--- config.mk ---
export PLATFORM = sky130hd
export DESIGN_NAME = multicycle_controller
export DESIGN_NICKNAME = d
export VERILOG_FILES = /design/src/rtl/ctrl_pkg.sv /design/src/rtl/alu_decoder.sv /design/src/rtl/multicycle_controller.sv
export SDC_FILE = /design/constraint.sdc
export NUM_CORES = 1
export LEC_CHECK = 0
export CAP_MARGIN = 10
export CELL_PAD_IN_SITES_DETAIL_PLACEMENT = 1
export CELL_PAD_IN_SITES_GLOBAL_PLACEMENT = 1
export CORE_ASPECT_RATIO = 0.6
export CORE_MARGIN = 1.5
export CORE_UTILIZATION = 31
export DETAILED_ROUTE_END_ITERATION = 12
export GPL_TIMING_DRIVEN = 0
export HOLD_SLACK_MARGIN = 0.08
export PLACE_DENSITY_LB_ADDON = 0.1
export SYNTH_ARGS = -nofsm -noshare
export SYNTH_HDL_FRONTEND = slang
export SYNTH_SLANG_ARGS = --single-unit
--- constraint.sdc ---
create_clock -name clk -period 2.6 [get_ports clk]
set_clock_uncertainty 0.05 [all_clocks]
set_input_delay 0.52 -clock clk [delete_from_list [all_inputs] [get_ports clk]]
set_output_delay 0.52 -clock clk [all_outputs]
set_load 0.01 [all_outputs]
--- src/rtl/ctrl_pkg.sv ---
// Shared encodings for the multicycle MIPS controller: FSM states, opcode/funct
// fields, ALU control words and datapath select codes.
package ctrl_pkg;

  typedef enum logic [3:0] {
    S_FETCH   = 4'd0,
    S_DECODE  = 4'd1,
    S_MEMADR  = 4'd2,
    S_MEMRD   = 4'd3,
    S_MEMWB   = 4'd4,
    S_MEMWR   = 4'd5,
    S_EXECUTE = 4'd6,
    S_ALUWB   = 4'd7,
    S_BRANCH  = 4'd8,
    S_ADDIEX  = 4'd9,
    S_ADDIWB  = 4'd10,
    S_JUMP    = 4'd11
  } state_e;

  localparam logic [5:0] OP_RTYPE = 6'b000000;
  localparam logic [5:0] OP_LW    = 6'b100011;
  localparam logic [5:0] OP_SW    = 6'b101011;
  localparam logic [5:0] OP_BEQ   = 6'b000100;
  localparam logic [5:0] OP_ADDI  = 6'b001000;
  localparam logic [5:0] OP_J     = 6'b000010;

  localparam logic [5:0] F_ADD = 6'b100000;
  localparam logic [5:0] F_SUB = 6'b100010;
  localparam logic [5:0] F_AND = 6'b100100;
  localparam logic [5:0] F_OR  = 6'b100101;
  localparam logic [5:0] F_SLT = 6'b101010;

  localparam logic [2:0] ALU_AND = 3'b000;
  localparam logic [2:0] ALU_OR  = 3'b001;
  localparam logic [2:0] ALU_ADD = 3'b010;
  localparam logic [2:0] ALU_SUB = 3'b110;
  localparam logic [2:0] ALU_SLT = 3'b111;

  localparam logic [1:0] SRCB_RT    = 2'b00;
  localparam logic [1:0] SRCB_FOUR  = 2'b01;
  localparam logic [1:0] SRCB_IMM   = 2'b10;
  localparam logic [1:0] SRCB_IMMSH = 2'b11;

  localparam logic [1:0] PC_ALU    = 2'b00;
  localparam logic [1:0] PC_ALUOUT = 2'b01;
  localparam logic [1:0] PC_JUMP   = 2'b10;

  // States whose exit edge completes an instruction.
  function automatic logic is_retire(input state_e s);
    return (s == S_MEMWB) || (s == S_MEMWR) || (s == S_ALUWB) ||
           (s == S_BRANCH) || (s == S_ADDIWB) || (s == S_JUMP);
  endfunction

endpackage

--- src/rtl/alu_decoder.sv ---
// Maps an R-type funct field to the ALU control word and flags unsupported functs.
module alu_decoder
  import ctrl_pkg::*;
(
  input  logic [5:0] funct,
  output logic [2:0] alucontrol,
  output logic       legal
);

  always_comb begin
    alucontrol = ALU_ADD;
    legal      = 1'b1;
    case (funct)
      F_ADD:   alucontrol = ALU_ADD;
      F_SUB:   alucontrol = ALU_SUB;
      F_AND:   alucontrol = ALU_AND;
      F_OR:    alucontrol = ALU_OR;
      F_SLT:   alucontrol = ALU_SLT;
      default: legal      = 1'b0;
    endcase
  end

endmodule

--- src/rtl/multicycle_controller.sv ---
// Moore FSM sequencing the multicycle MIPS datapath, plus a retired-instruction
// counter. Outputs decode the registered state; pcen also folds in the zero flag.
module multicycle_controller
  import ctrl_pkg::*;
#(
  parameter int CNT_W         = 32,
  parameter int RESET_PC_HOLD = 1
) (
  input  logic             clk,
  input  logic             reset,
  input  logic [5:0]       op,
  input  logic [5:0]       funct,
  input  logic             zero,
  output logic             iord,
  output logic             memwrite,
  output logic             irwrite,
  output logic             regdst,
  output logic             memtoreg,
  output logic             regwrite,
  output logic             alusrca,
  output logic [1:0]       alusrcb,
  output logic [2:0]       alucontrol,
  output logic [1:0]       pcsrc,
  output logic             pcen,
  output logic             illegal,
  output logic [CNT_W-1:0] instret,
  output logic [3:0]       dbg_state
);

  state_e           state_q, state_d;
  logic             hold_q, hold_d;
  logic [CNT_W-1:0] instret_q, instret_d;
  logic             pcwrite, branch, retire;
  logic [2:0]       dec_alu;
  logic             dec_legal;

  alu_decoder u_alu_decoder (
    .funct      (funct),
    .alucontrol (dec_alu),
    .legal      (dec_legal)
  );

  always_comb begin
    state_d    = S_FETCH;
    hold_d     = hold_q;
    iord       = 1'b0;
    memwrite   = 1'b0;
    irwrite    = 1'b0;
    regdst     = 1'b0;
    memtoreg   = 1'b0;
    regwrite   = 1'b0;
    alusrca    = 1'b0;
    alusrcb    = SRCB_RT;
    alucontrol = ALU_ADD;
    pcsrc      = PC_ALU;
    pcwrite    = 1'b0;
    branch     = 1'b0;
    illegal    = 1'b0;
    case (state_q)
      S_FETCH: begin
        irwrite = 1'b1;
        alusrcb = SRCB_FOUR;
        pcwrite = (hold_q == 1'b0);
        hold_d  = 1'b0;
        state_d = S_DECODE;
      end
      S_DECODE: begin
        // ALU precomputes the branch target while the opcode is examined.
        alusrcb = SRCB_IMMSH;
        case (op)
          OP_LW, OP_SW: state_d = S_MEMADR;
          OP_RTYPE: begin
            if (dec_legal) state_d = S_EXECUTE;
            else           illegal = 1'b1;
          end
          OP_BEQ:  state_d = S_BRANCH;
          OP_ADDI: state_d = S_ADDIEX;
          OP_J:    state_d = S_JUMP;
          default: illegal = 1'b1;
        endcase
      end
      S_MEMADR: begin
        alusrca = 1'b1;
        alusrcb = SRCB_IMM;
        state_d = (op == OP_SW) ? S_MEMWR : S_MEMRD;
      end
      S_MEMRD: begin
        iord    = 1'b1;
        state_d = S_MEMWB;
      end
      S_MEMWB: begin
        memtoreg = 1'b1;
        regwrite = 1'b1;
      end
      S_MEMWR: begin
        iord     = 1'b1;
        memwrite = 1'b1;
      end
      S_EXECUTE: begin
        alusrca    = 1'b1;
        alucontrol = dec_alu;
        state_d    = S_ALUWB;
      end
      S_ALUWB: begin
        regdst   = 1'b1;
        regwrite = 1'b1;
      end
      S_BRANCH: begin
        alusrca    = 1'b1;
        alucontrol = ALU_SUB;
        pcsrc      = PC_ALUOUT;
        branch     = 1'b1;
      end
      S_ADDIEX: begin
        alusrca = 1'b1;
        alusrcb = SRCB_IMM;
        state_d = S_ADDIWB;
      end
      S_ADDIWB: regwrite = 1'b1;
      S_JUMP: begin
        pcsrc   = PC_JUMP;
        pcwrite = 1'b1;
      end
      default: state_d = S_FETCH;
    endcase

    // Reset forces the FETCH selects with every enable low.
    if (reset) begin
      iord       = 1'b0;
      memwrite   = 1'b0;
      irwrite    = 1'b0;
      regdst     = 1'b0;
      memtoreg   = 1'b0;
      regwrite   = 1'b0;
      alusrca    = 1'b0;
      alusrcb    = SRCB_FOUR;
      alucontrol = ALU_ADD;
      pcsrc      = PC_ALU;
      pcwrite    = 1'b0;
      branch     = 1'b0;
      illegal    = 1'b0;
    end
    pcen = pcwrite | (branch & zero);
  end

  assign retire    = is_retire(state_q) & ~reset;
  assign instret_d = instret_q + {{(CNT_W-1){1'b0}}, retire};

  always_ff @(posedge clk) begin
    if (reset) begin
      state_q   <= S_FETCH;
      hold_q    <= (RESET_PC_HOLD != 0);
      instret_q <= '0;
    end else begin
      state_q   <= state_d;
      hold_q    <= hold_d;
      instret_q <= instret_d;
    end
  end

  assign instret   = instret_q;
  assign dbg_state = state_q;

endmodule

After elaboration in Yosys (flattened, before gate mapping) --
Index checks and enable logic that the tools add are counted.
Storage, ports and cells: logic and storage cells 78, bits in registers 37, bits of input ports 15
Operators by class: equality and inequality tests 21, reductions and logical operators 14, bitwise operators 5, add/sub/neg operators 1, mux-type cells 34
Operator list (count):
- 6-bit equality test (second input constant) | 7
- 32-bit by 1-bit adder with 32-bit output | 1
- 4-bit one-hot mux with 6 select lines | 1
- 1-bit 2-to-1 mux | 21
- 4-bit one-hot mux with 5 select lines | 1
- 4-bit by 3-bit equality test with 1-bit output (second input constant) | 4
- 4-bit equality test (second input constant) | 4
- 3-bit one-hot mux with 4 select lines | 1
- 5-bit OR reduction | 2
- 3-bit 2-to-1 mux | 3
- 4-bit by 2-bit equality test with 1-bit output (second input constant) | 2
- 6-bit by 2-bit equality test with 1-bit output (second input constant) | 1
- 6-bit by 3-bit equality test with 1-bit output (second input constant) | 1
- 6-bit by 4-bit equality test with 1-bit output (second input constant) | 1
- 6-bit logical NOT | 1
- 2-bit one-hot mux with 3 select lines | 1
- 3-bit one-hot mux with 2 select lines | 1
- 2-bit OR reduction | 3
- 1-bit logical OR | 5
- 4-bit by 1-bit equality test with 1-bit output (second input constant) | 1
- 4-bit logical NOT | 1
- 2-bit 2-to-1 mux | 2
- 1-bit one-hot mux with 2 select lines | 2
- 2-bit one-hot mux with 2 select lines | 1
- other kinds (5) | 7

Longest topological paths before layout --
depth after elaboration 8, gate-level depth with buffers 11, depth with buffers taken out 9

Modules after synthesis --
From an unflattened synthesis, not the netlist that was laid out.
Second synthesis, totals: cells, all modules 258, area total of the unflattened synthesis 2113.3 µm²
By module, submodules not included:
- multicycle_controller | area an instance 2026.9 µm², seq. area each 740.7 µm², times used 1, cells each 249
- alu_decoder | area an instance 86.3 µm², seq. area each 0.0 µm², times used 1, cells each 9

Least setup slack after synthesis --
Ideal clock, no wire load.
path kind input to register, from input port reset, to register instret_q[14], in the netlist instret[14], library setup time 0.128 ns, path slack -0.050 ns, cell stages on the path 11, arrival time 2.472 ns, path buffers 4, required time 2.422 ns, path through buf_6 -> clkbuf_1 -> buf_1 -> nor2_1 -> ha_1 -> ha_1 -> nand4_1 -> buf_6 -> nor4_1 -> xnor2_1 -> nor2_1
Between the ends: longest elaborated chain between the ends 3
Ends and longest elaborated chain:
- start: declaration | RTL line multicycle_controller.sv:10 | input logic reset,
- 1-bit NOT | RTL line multicycle_controller.sv:146 | assign retire = is_retire(state_q) & ~reset;
- 1-bit AND | RTL line multicycle_controller.sv:146
- 32-bit by 1-bit adder with 32-bit output | RTL line multicycle_controller.sv:147 | assign instret_d = instret_q + {{(CNT_W-1){1'b0}}, retire};
- end signal: assignment | RTL line multicycle_controller.sv:157 | instret_q <= instret_d;
- end: declaration | RTL line multicycle_controller.sv:32 | logic [CNT_W-1:0] instret_q, instret_d;
Parallel ways exist; a longest one is shown, timed or not. A chain may end at the register's enable or synchronous reset.

Worst setup path after layout --
from input port funct[5], to output port alucontrol[1]
Between the ends: longest elaborated chain between the ends 4
Ends and longest elaborated chain:
- start: declaration | RTL line multicycle_controller.sv:12 | input logic [5:0] funct,
- 6-bit equality test | RTL line alu_decoder.sv:13 | case (funct)
- 3-bit one-hot mux with 4 select lines * | RTL line alu_decoder.sv:13
- 3-bit one-hot mux with 2 select lines * | RTL line multicycle_controller.sv:59 | case (state_q)
- 3-bit 2-to-1 mux * | RTL line multicycle_controller.sv:128 | if (reset) begin
- end: declaration | RTL line multicycle_controller.sv:22 | output logic [2:0] alucontrol,
Mark *: on every way between the ends. The rest lies on a longest branch, timed or not.

==> flow_metrics.tcl <==
set metrics [dict create \
    seq_area_frac_synth_pct 33.66 \
    p_leak_uw 0.001152 \
    vdd_drop_max_uv 399.7 \
    synthCells 270 \
    synthToLayoutAreaGrowth_pct 51.39 \
    final_common_cell "clkdlybuf4s50_1" \
    firstDrtPassIters 4 \
    period_share_pct 97.49 \
    vias 2336 \
    mostFrequentLayoutCells "clkdlybuf4s50_1, dfxtp_1, nor2_1" \
    drive_gt1_share_pct 18.55 \
    groute.usage.overall_pct 20.38 \
    switching_power_uw 311.8 \
    die_height_um 68.27 \
    drt_first_iter_violations 97 \
    hold_start "hold_q" \
    diodes 0 \
    fin_nets 361 \
    cts_buffers 5 \
    grt_max_degree 13 \
    path_clk_slew_ns 0.06 \
    port-buffer-count 63 \
    yosysWarningCount 0 \
    hold_depth 2 \
    relSlewSlack_pct 33.20 \
    drv_cap 0 \
    switching_share_pct 22.04 \
    synth_edf_count 0 \
    dp_hpwl_um 5497 \
    synth_cell_types 54 \
    clkPwrFrac_pct 51.1 \
    cp-end-kind "primary output" \
    start_util_pct 32.54 \
    setup_tns_ns 0 \
    cts_root_buf "clkbuf_16" \
    worstSkewPairLatency_ns 0.28 \
    pwr-share-seq_pct 40.6 \
    hp-class "reg2reg" \
    boundaryPins 67 \
    synthArstFlopShare_pct 0 \
    fmax_ghz 0.3945 \
    power_density_nw_per_um2 424.5 \
    yosys_most_used_dff "dfxtp_1" \
    p_comb_share_pct 8.3 \
    worstPathMaxFanout 3 \
    internal-power_uw 1103 \
    whs_ns 0.4241 \
    grt_pass1_wl_um 12130 \
    synth_top_cell_by_area "dfxtp_1" \
    finalHoldViolCount 0 \
    drc_errors 0 \
    worst_setup_path_start_kind "input port" \
    grt-ovfl-total 0 \
    regToRegStartpoint "dbg_state[0]" \
    yosys-top-cells-area "dfxtp_1, nor2_1, a21oi_1" \
    totalWireLength_um 7548 \
    path_class "in2out" \
    final_cell_area_sq_um 3332 \
    syn_area_per_cell_sq_um 8.151 \
    die_w_um 111.8 \
    min_period_ns 2.535 \
    final_util_pct 49.27 \
    worst_pin_slew_ns 0.9929 \
    worstPathRequired_ns 2.03 \
    ys_seq_elements 37 \
    r2r_end "instret[24]" \
    cts_sinks 37 \
    status "completed" \
    place.gp.congestion 0.8164 \
    die_area_sq_um 7630 \
    min_to "hold_q" \
    syn-num-nets 287 \
    worst-endpoint-arrival_ns 1.96 \
    num_rows 23 \
    reg2regPathDepth 9 \
    ctsHtreeMaxLevel 2 \
    rsz0062_at_grt "no" \
    grt_pass1_vias 2303 \
    tritoncts "yes" \
    wl_per_cell_um 17.47 \
    core_area_sq_um 6763 \
    cts_max_path_buffers 2 \
    drv_slew 0 \
    postRouteAntennaNets 0 \
    antenna_found_initial 0 \
    reg2reg_slack_ns 0.19 \
    viasPerCell 5.407 \
    place_area_sq_um 2942 \
    synth_top_area_share_pct 33.66 \
    netlist_area_sq_um 2201 \
    setup_viol 0 \
]
cells in the mapped netlist (2+ instances only):
cell and n:
o31ai_1 9, and3_1 3, or4_1 10, nor4b_2 2
nand3_1 13, or3_1 2, nor3_1 10, mux2i_1 2
xor2_1 6, nor4b_1 2, inv_1 9, xnor2_1 8
mux2_2 2, nor4_1 9, clkbuf_1 9, nand4_1 9
mux2_1 2, ha_1 2, a21oi_1 19, buf_1 2
nor2_1 29, dfxtp_1 37, buf_6 3, o21ai_0 5
nand2b_1 9, nor2b_1 9, o21a_1 3, and4_1 2
or2_2 5, nand2_1 14
how the worst max path moves through the flow:
stage	end	startpoint	cells after the start	slack, ns
after global placement	instret[14]	reset	12	-1.14
after global routing	instret[24]	reset	11	0.0008
after floorplan	instret[14]	reset	11	0.003
after detailed placement	instret[14]	reset	12	-1.19
final	alucontrol[1]	funct[5]	4	0.07
after CTS	illegal	op[3]	5	-0.07
cell type report:
type	instances	area, sq um
fill	776	3431
timing repair buffer	68	674.4
clock buffer	6	138.9
tap	87	108.9
buffer	14	113.9
multi-input combinational	209	1478
inverter	9	33.78
sequential	37	747.0
clock inverter	2	37.54
power groups by stage:
stage | registers [uW] | clock network, uW | logic (uW)
4_1_cts | 574 | 743 | 114
6_report | 574 | 723 | 118
3_5_place_dp | 587 | 0 | 106
5_1_grt | 574 | 769 | 130
2_1_floorplan | 587 | 0 | 54.0
3_3_place_gp | 586 | 0 | 106
logic make-up after synthesis:
| group | count (synthesis) | share of synthesized area [%] |
|---|---|---|
| compound gates | 50 | 15.12 |
| xor+xnor | 14 | 5.571 |
| fa+ha+maj | 2 | 1.137 |
| buf+inv | 24 | 5.344 |
| flops | 37 | 33.66 |
| mux | 6 | 2.956 |
| simple gates | 137 | 36.21 |
registers in the layout, summed over array words and instances, names as in the netlist:
register,count
instret,32
dbg_state,4
hold_q,1
worst max-delay path, cell delays in order:
cell and delay [ns]:
clkdlybuf4s50_1 0.51, or4b_4 0.49, nand2b_1 0.16, dlygate4sd2_1 0.29
routing by layer:
metal / track usage (%) / wire [um]
met2: 29.42 / 2996
met3: 6.554 / 472
met4: 3.639 / 61
met1: 29.59 / 4018
met5: 0 / 0
per-stage QoR:
stage                     cells  setup slack, ns  power [uW]
final                       432          0.06537        1414
after global routing        432        0.0008089        1473
after CTS                   431         -0.06622        1431
after detailed placement    420           -1.187       692.9
after global placement      420           -1.138       692.0
after floorplan             270         0.002749       640.6
what timing repair did:
item	in CTS	in global routing
hold buffers	0	0
setup buffers	4	1
pin swaps	1	4
gates resized for setup	46	25
setup endpoints to repair	45	16
Power figures use the tool's default switching activity.
